<file path="src/rtl/fifo_wr_arbiter_if.sv">
// Producer/FIFO-side signal bundle for fifo_wr_arbiter: per-requester valid/last/data
// with ready back, plus the shared FIFO push port and the consumer's pop strobe.
interface fifo_wr_arbiter_if #(
    parameter int NREQ  = 4,
    parameter int WIDTH = 8,
    parameter int IDW   = 2
);
    logic [NREQ-1:0]       req_valid;
    logic [NREQ-1:0]       req_last;
    logic [NREQ*WIDTH-1:0] req_data;
    logic [NREQ-1:0]       req_ready;
    logic                  fifo_pop;
    logic                  fifo_push;
    logic [WIDTH+IDW-1:0]  fifo_din;

    modport master (
        output req_valid, req_last, req_data, fifo_pop,
        input  req_ready, fifo_push, fifo_din
    );

    modport slave (
        input  req_valid, req_last, req_data, fifo_pop,
        output req_ready, fifo_push, fifo_din
    );
endinterface

</file>
<file path="src/rtl/fifo_wr_arbiter.sv">
// Packet-aware round-robin write arbiter sharing one FIFO push port among NREQ producers;
// tracks FIFO occupancy locally from pushes and pops and tags each word with its requester ID.
module fifo_wr_arbiter #(
    parameter int NREQ  = 4,
    parameter int WIDTH = 8,
    parameter int DEPTH = 4,
    parameter int IDW   = 2,
    parameter int CNTW  = 3
) (
    input  logic              clk,
    input  logic              rst,
    fifo_wr_arbiter_if.slave  bus,
    output logic [CNTW-1:0]   count,
    output logic              locked,
    output logic [IDW-1:0]    owner,
    output logic              err_uflow
);
    typedef enum logic {IDLE, LOCKED} state_t;

    state_t            state, state_nxt;
    logic [IDW-1:0]    rr_ptr;
    logic              space;
    logic              scan_hit;
    logic [IDW-1:0]    scan_id;
    logic              grant_vld;
    logic              grant_last;
    logic [IDW-1:0]    grant_id;
    logic [IDW-1:0]    grant_inc;
    logic [WIDTH-1:0]  data_arr [NREQ];

    for (genvar i = 0; i < NREQ; i++) begin : g_unpack
        assign data_arr[i] = bus.req_data[i*WIDTH +: WIDTH];
    end

    // Space is judged on the registered count only, so a same-cycle pop never frees a slot early.
    assign space = (count < CNTW'(DEPTH));

    // First valid requester starting at rr_ptr, wrapping modulo NREQ (NREQ need not be 2**IDW).
    always_comb begin : rr_scan
        int             idx;
        logic [IDW-1:0] cand;
        // NOTE: every combinational output gets a default first so no path leaves it unassigned (no latch).
        scan_hit = 1'b0;
        scan_id  = '0;
        idx      = 0;
        cand     = '0;
        for (int k = 0; k < NREQ; k++) begin
            idx = int'(rr_ptr) + k;
            if (idx >= NREQ) idx -= NREQ;
            cand = IDW'(idx);
            if (!scan_hit && bus.req_valid[cand]) begin
                scan_hit = 1'b1;
                scan_id  = cand;
            end
        end
    end

    always_comb begin : grant_sel
        if (state == LOCKED) begin
            grant_id  = owner;
            grant_vld = bus.req_valid[owner] & space;
        end else begin
            grant_id  = scan_id;
            grant_vld = scan_hit & space;
        end
        grant_last = bus.req_last[grant_id];
    end

    assign grant_inc = (int'(grant_id) == NREQ - 1) ? '0 : grant_id + 1'b1;

    // FSM: state register
    always_ff @(posedge clk) begin
        // NOTE: clocked state uses non-blocking assignments so all registers update together at the edge.
        if (rst) state <= IDLE;
        else     state <= state_nxt;
    end

    // FSM: next state
    always_comb begin : fsm_next
        state_nxt = state;
        case (state)
            IDLE:    if (grant_vld && !grant_last) state_nxt = LOCKED;
            LOCKED:  if (grant_vld &&  grant_last) state_nxt = IDLE;
            default: state_nxt = IDLE;
        endcase
    end

    // FSM: outputs
    always_comb begin : fsm_out
        bus.req_ready = '0;
        bus.fifo_push = grant_vld;
        bus.fifo_din  = '0;
        if (grant_vld) begin
            bus.req_ready[grant_id] = 1'b1;
            bus.fifo_din            = {grant_id, data_arr[grant_id]};
        end
    end

    assign locked = (state == LOCKED);

    // Round-robin pointer, owner, occupancy and underflow flag.
    always_ff @(posedge clk) begin
        if (rst) begin
            rr_ptr    <= '0;
            owner     <= '0;
            count     <= '0;
            err_uflow <= 1'b0;
        end else begin
            if (grant_vld) begin
                owner <= grant_id;
                if (grant_last) rr_ptr <= grant_inc;
            end
            if (grant_vld && !bus.fifo_pop)
                count <= count + 1'b1;
            else if (!grant_vld && bus.fifo_pop && count != '0)
                count <= count - 1'b1;
            if (bus.fifo_pop && count == '0)
                err_uflow <= 1'b1;
        end
    end
endmodule
</file>
<file path="src/flat_wrapper.sv">
// flat-port wrapper written by rule: the top's interface ports become plain ports
module fifo_wr_arbiter_flat 
#(
    parameter int NREQ  = 4,
    parameter int WIDTH = 8,
    parameter int DEPTH = 4,
    parameter int IDW   = 2,
    parameter int CNTW  = 3
)
  (clk, rst, count, locked, owner, err_uflow, bus_req_valid, bus_req_last, bus_req_data, bus_fifo_pop, bus_req_ready, bus_fifo_push, bus_fifo_din);
  fifo_wr_arbiter_if #(.NREQ(NREQ), .WIDTH(WIDTH), .IDW(IDW)) bus_i ();
  input  logic clk;
  input  logic rst;
  output logic [CNTW-1:0] count;
  output logic locked;
  output logic [IDW-1:0] owner;
  output logic err_uflow;
  input wire logic [$bits(bus_i.req_valid)-1:0] bus_req_valid;
  input wire logic [$bits(bus_i.req_last)-1:0] bus_req_last;
  input wire logic [$bits(bus_i.req_data)-1:0] bus_req_data;
  input wire logic [$bits(bus_i.fifo_pop)-1:0] bus_fifo_pop;
  output wire logic [$bits(bus_i.req_ready)-1:0] bus_req_ready;
  output wire logic [$bits(bus_i.fifo_push)-1:0] bus_fifo_push;
  output wire logic [$bits(bus_i.fifo_din)-1:0] bus_fifo_din;
  assign bus_i.req_valid = bus_req_valid;
  assign bus_i.req_last = bus_req_last;
  assign bus_i.req_data = bus_req_data;
  assign bus_i.fifo_pop = bus_fifo_pop;
  assign bus_req_ready = bus_i.req_ready;
  assign bus_fifo_push = bus_i.fifo_push;
  assign bus_fifo_din = bus_i.fifo_din;
  fifo_wr_arbiter #(.NREQ(NREQ), .WIDTH(WIDTH), .DEPTH(DEPTH), .IDW(IDW), .CNTW(CNTW)) u_core (.clk(clk), .rst(rst), .bus(bus_i), .count(count), .locked(locked), .owner(owner), .err_uflow(err_uflow));
endmodule
</file>
<file path="config.mk">
export PLATFORM = sky130hd
export DESIGN_NAME = fifo_wr_arbiter_flat
export DESIGN_NICKNAME = d
export VERILOG_FILES = /design/src/rtl/fifo_wr_arbiter_if.sv /design/src/rtl/fifo_wr_arbiter.sv /design/src/flat_wrapper.sv
export SDC_FILE = /design/constraint.sdc
export NUM_CORES = 1
export LEC_CHECK = 0
export CAP_MARGIN = 20
export CORE_MARGIN = 4
export CORE_UTILIZATION = 35
export DETAILED_ROUTE_END_ITERATION = 7
export GPL_TIMING_DRIVEN = 0
export PLACE_DENSITY = 0.79
export SLEW_MARGIN = 20
export SYNTH_ARGS = -nofsm -noshare
export SYNTH_HDL_FRONTEND = slang
export SYNTH_SLANG_ARGS = --single-unit
</file>
<file path="constraint.sdc">
create_clock -name clk -period 3.13 [get_ports clk]
set_clock_uncertainty 0.15 [all_clocks]
set_input_delay 0.313 -clock clk [delete_from_list [all_inputs] [get_ports clk]]
set_output_delay 0.313 -clock clk [all_outputs]
set_load 0.005 [all_outputs]
</file>
* After elaboration in Yosys (flattened, before gate mapping)
Cells that the tools add are included.
** Operators by class
- Bitwise gates (word level) :: 4
- Multipliers :: 0
- $lt $le $gt $ge :: 13
- Eq/ne operators :: 1
- Shifts and indexed selects :: 0
- Add/sub/neg operators :: 10
- Div/mod/pow operators :: 0
- Reductions and logical operators :: 20
- Mux-type cells :: 39
** Operator list (count)
- 2-bit two-way mux :: 10
- 2-bit by 3-bit less-than comparator with 1-bit output (second input constant) :: 6
- 8-bit binary-select mux with 2-bit select :: 1
- 8-bit two-way mux :: 2
- 1-bit two-way mux :: 14
- 1-bit binary-select mux with 2-bit select :: 6
- 3-bit greater-or-equal comparator (second input constant) :: 4
- 1-bit logical AND :: 10
- 10-bit two-way mux :: 1
- 2-bit by 1-bit subtractor with 2-bit output (second input constant) :: 4
- 2-bit by 2-bit adder with 3-bit output (second input constant) :: 2
- 1-bit zero test :: 6
- 3-bit two-way mux :: 2
- 4-bit two-way mux :: 1
- 2-bit by 1-bit adder with 3-bit output (second input constant) :: 1
- 3-bit by 1-bit adder with 3-bit output (second input constant) :: 1
- 2-bit by 3-bit greater-or-equal comparator with 1-bit output (second input constant) :: 1
- 3-bit zero test :: 1
- 3-bit less-than comparator (second input constant) :: 1
- 2-bit NOT with 3-bit output :: 1
- 3-bit nonzero test :: 1
- 3-bit by 1-bit subtractor with 3-bit output (second input constant) :: 1
- 2-bit by 1-bit adder with 2-bit output (second input constant) :: 1
- 1-bit AND :: 2
- other kinds (7) :: 7
** Storage, ports and cells
- Word-level logic and storage cells :: 92
- Memories :: 0
- Memory bits (writable) :: 0
- Latch bits :: 0
- ROM bits :: 0
- Flip-flop bits (word level) :: 9
- Output and inout bits :: 22

* Depth between registers and ports, before layout
- Depth in word-level cells :: 21
- Gate-level depth with buffers :: 9

* Least setup slack after synthesis
No wires, ideal clock.
- Path type :: register -> register
- From :: register u_core.owner[1]
- To :: register u_core.count[2]
- Buffers on the path :: 1
- Path slack :: 0.561 ns
- Clock period less this slack :: 2.569 ns
- Setup time :: 0.074 ns
- Data required time :: 2.906 ns
- Data arrival time :: 2.345 ns
- Cell stages (with the launch flop) :: 10
- Path through :: dfxtp_1 mux4_2 nor2b_1 or3_1 buf_6 inv_4 nand2_1 fa_1 or4_1 a31oi_1
** Between the ends
- Word-level cells in the longest chain between the ends :: 8
- Elaborated cells on any way between the ends :: 10
- Classes of those cells :: mux (4); bitwise (1); reduce/logical (5)
** RTL lines
- start, declared :: line fifo_wr_arbiter.sv:15 : output logic [IDW-1:0] owner,
- start signal, assigned :: line fifo_wr_arbiter.sv:110 : owner <= grant_id;
- 1-bit binary-select mux with 2-bit select * :: line fifo_wr_arbiter.sv:61 : grant_vld = bus.req_valid[owner] & space;
- 1-bit two-way mux (not written as such) * :: line fifo_wr_arbiter.sv:61
- 1-bit AND * :: line fifo_wr_arbiter.sv:61
- 1-bit two-way mux * :: line fifo_wr_arbiter.sv:59 : if (state == LOCKED) begin
- named net bus_fifo_push :: line flat_wrapper.sv:23 : output wire logic [$bits(bus_i.fifo_push)-1:0] bus_fifo_push;
- 1-bit zero test :: line fifo_wr_arbiter.sv:115 : else if (!grant_vld && bus.fifo_pop && count != '0)
- 1-bit logical AND (2 in a row) :: line fifo_wr_arbiter.sv:115
- 2-bit nonzero test (no source line)
- end signal, assigned :: line fifo_wr_arbiter.sv:114 : count <= count + 1'b1;
- end signal, assigned :: line fifo_wr_arbiter.sv:116 : count <= count - 1'b1;
- end, declared :: line fifo_wr_arbiter.sv:13 : output logic [CNTW-1:0] count,
Mark *: on every way through the listed nets, which the timed path passes. The rest lies on a longest branch. The select of a mux whose other input is x is not followed.
A chain may end at the register's enable or synchronous reset.

* Worst setup path in the final report
- From :: input port bus_req_valid[3]
- To :: register u_core.count[2]
** Between the ends
- Word-level cells in the longest chain between the ends :: 18
- Elaborated cells on any way between the ends :: 29
- Classes of those cells :: mux (16); bitwise (2); reduce/logical (11)
** RTL lines
- start, declared :: line flat_wrapper.sv:18 : input wire logic [$bits(bus_i.req_valid)-1:0] bus_req_valid;
- 1-bit binary-select mux with 2-bit select :: line fifo_wr_arbiter.sv:51 : if (!scan_hit && bus.req_valid[cand]) begin
- 1-bit two-way mux (not written as such) :: line fifo_wr_arbiter.sv:51
- 1-bit two-way mux :: line fifo_wr_arbiter.sv:51
- 1-bit zero test :: line fifo_wr_arbiter.sv:51
- 1-bit logical AND :: line fifo_wr_arbiter.sv:51
- 1-bit two-way mux :: line fifo_wr_arbiter.sv:51
- 1-bit zero test :: line fifo_wr_arbiter.sv:51
- 1-bit logical AND :: line fifo_wr_arbiter.sv:51
- 1-bit two-way mux :: line fifo_wr_arbiter.sv:51
- 1-bit zero test :: line fifo_wr_arbiter.sv:51
- 1-bit logical AND :: line fifo_wr_arbiter.sv:51
- 1-bit two-way mux :: line fifo_wr_arbiter.sv:51
- 1-bit AND :: line fifo_wr_arbiter.sv:64 : grant_vld = scan_hit & space;
- 1-bit two-way mux * :: line fifo_wr_arbiter.sv:59
- 1-bit zero test :: line fifo_wr_arbiter.sv:115
- 1-bit logical AND (2 in a row) :: line fifo_wr_arbiter.sv:115
- 2-bit nonzero test (no source line)
Every way passes the cells marked *; elsewhere a longest branch is shown, timed or not. The select of a mux whose other input is x is not followed.

==> results.ini <==
[synth]
ys_types=35
yosys-mux-area-fraction=0.0564
ys_ff_latch=9
yosysTopAreaCell=dfxtp_1
synth.most_common_cell=nand2_1
synth_top_family_by_area=simple AND/OR/NAND/NOR gates
syn_nets=183
synthTopCellsByArea=dfxtp_1, nand2_1, a311oi_1
yosys.area.top_type_share=0.193
syn-cell-area_sq_um=932
syn-instance-count=135
ys.warnings.count=0
synth_simple_gate_area_frac=0.379
synth_compound_gate_area_share=0.208
synth_xor_area_frac=0.00940
syn_avg_cell_area_sq_um=6.90
synth_edf_count=0
synth_top_flop_cell=dfxtp_1
synthTopCellsByCount=nand2_1, and3_1, dfxtp_1, nor2_1, a311oi_1
synthAdderAreaFrac=0.0752
yosysSeqAreaShare=0.193
async_flop_share=0

[timing]
relSlewSlack=0.725
min_period_ns=2.94
fin_crit_sh=0.939
fmax_ghz=0.340
fin_tns_setup_ns=0
hold_viol_final=0
setup_viol=0
max_slew.worst_pin.slew_ns=0.412
rsz0062_at_grt=false
drv_slew=0

[worst_hold_path]
hold_path_class=in2reg

[global_routing]
grt_pass1_vias=1219
overflow=0
grt_pass1_wl_um=5330
grtUsageTotal=0.192
antenna_found_initial=0
grt_max_degree=20

[route]
drt_iter0_markers=54
wl_per_cell_um=14.4
ant_nets=0
vias_per_cell=5.24
num_vias=1211
firstDrtPassIters=4
drc=0
routed_wl_um=3330

[die]
dieArea_sq_um=3550
die_height_um=59.6
placementRows=18
num_io_pins=65
core_area_sq_um=2500
start_util=0.373
die_x_um=59.6

[place]
port_buffers=63
place_congestion=0.825
placed_cell_area_sq_um=1600
dp.cells=228
dp_hpwl_um=2680

[cells_and_area]
instances_no_fill=231
antenna-diode-count=0
layout-drive-gt1-share=0.0846
syn_to_final_growth_pct=76.5
fin_nets=250
postLayoutCellArea_sq_um=1650

[worst_setup_path]
critPathKind=in2reg
cp-start-kind=input pin
path_max_fanout=17
cp.required_ns=3.17
endpoint_kind=flip-flop
cp_data_arrival_time_ns=2.98

[job]
drv_cap=0

[pwr]
pwr-share-seq=0.145
p_sw_uw=684
power_frac_clock=0.058
power.density_nw_per_um2=940
total_power_uw=1550
switching_share=0.442
p_leak_uw=0.000744
vdd_drop_max_uv=717
comb_power_share=0.798
intPower_uw=862

[clock_network]
cts_buffers=3
clockRootBuffer=clkbuf_4
cts_sinks=9
clkTransAtPathRegs_ns=0.07
cts_htree_levels=1
clock_path_buffers=2
cts_tree=yes
insertion_delay_ns=0.26
cts_hold_buf=0

[status]
status=completed

[power by group through the flow]
stage | Clock [uW] | Combinational (uW) | Sequential (uW)
4_1_cts | 93.4 | 1220 | 222
5_1_grt | 102 | 1380 | 234
3_3_place_gp | 0 | 1250 | 221
2_1_floorplan | 0 | 668 | 218
3_5_place_dp | 0 | 1280 | 225
6_report | 89.3 | 1230 | 224
[stage by stage]
stage / worst slack (ns) / hold slack [ns] / util
after floorplan: 0.561 / 0.302 / -
after global placement: -0.276 / 0.302 / 0.640
after CTS: 0.0156 / 0.240 / 0.649
after detailed placement: -0.318 / 0.333 / 0.640
after global routing: 0.0492 / 0.251 / 0.658
final: 0.190 / 0.250 / 0.658
[kinds of logic after synthesis]
kind of cell,count (synthesis)
AND/OR/NAND/NOR,75
flip-flops,9
AO/OA/AOI/OAI,25
buffers and inverters,16
adder cells (fa/ha/maj),5
XOR/XNOR,1
multiplexers,4
[final timing paths]
check	start	end	slack, ns	cells after the start
hold / removal	rst	u_core.err_uflow$_SDFFE_PP0P_	0.25	2
hold reg to reg	u_core.err_uflow$_SDFFE_PP0P_	u_core.err_uflow$_SDFFE_PP0P_	0.34	2
setup / recovery	bus_req_valid[3]	u_core.count[2]$_SDFFE_PP0P_	0.19	10
setup reg to reg	u_core.owner[1]$_SDFFE_PP0P_	u_core.count[2]$_SDFFE_PP0P_	0.35	9
[worst max-delay path: stages]
cell and delay (ns):
clkdlybuf4s50_1 0.55, mux4_2 0.26, nor2b_1 0.04, or3_1 0.36, buf_6 0.18, inv_4 0.09, nand2_1 0.09, fa_1 0.41
or4_1 0.51, a31oi_1 0.17
[layout by cell type, fill, tap and decap left out, drive strengths merged, types with 2 or more instances in the layout]
master / synthesis / final
nand2b: 3 / 3
and2: 4 / 4
dfxtp: 9 / 9
inv: 7 / 7
clkbuf: 5 / 5
clkdlybuf4s50: 0 / 52
nor2b: 3 / 3
a211oi: 4 / 4
or4: 2 / 2
ha: 4 / 4
o21ai: 2 / 2
or3: 2 / 2
mux2i: 3 / 3
dlygate4sd2: 0 / 8
a311oi: 8 / 8
buf: 4 / 6
nand2: 39 / 39
a21oi: 5 / 5
dlymetal6s2s: 0 / 3
nor3: 2 / 2
and3: 9 / 9
nor2: 9 / 9
[metal layers]
metal  GRT usage  vias to the layer above  share of wire
met5           0                        -              0
met4      0.0728                        0         0.0054
met3      0.0261                        2          0.067
met2       0.348                       46           0.55
met1       0.225                      559           0.38
li1            -                      604              -
[repair_timing]
item                                   CTS  global route
cloned                                   0             0
buffers inserted                         0             2
resized for setup                       13             5
setup endpoints to repair               12             4
pin swaps                                0             1
endpoints found under the hold margin    0             0
[cell type report]
type	instances	area, sq um
flip-flops and latches	9	180
fillers	223	855
inverters	7	28.8
clock inverters	1	5.00
repair buffers	65	643
multi-input cells	110	681
clock buffers	3	22.5
plain buffers	6	47.5
well taps	30	37.5
Note: power is estimated with default switching activity, not from simulation.
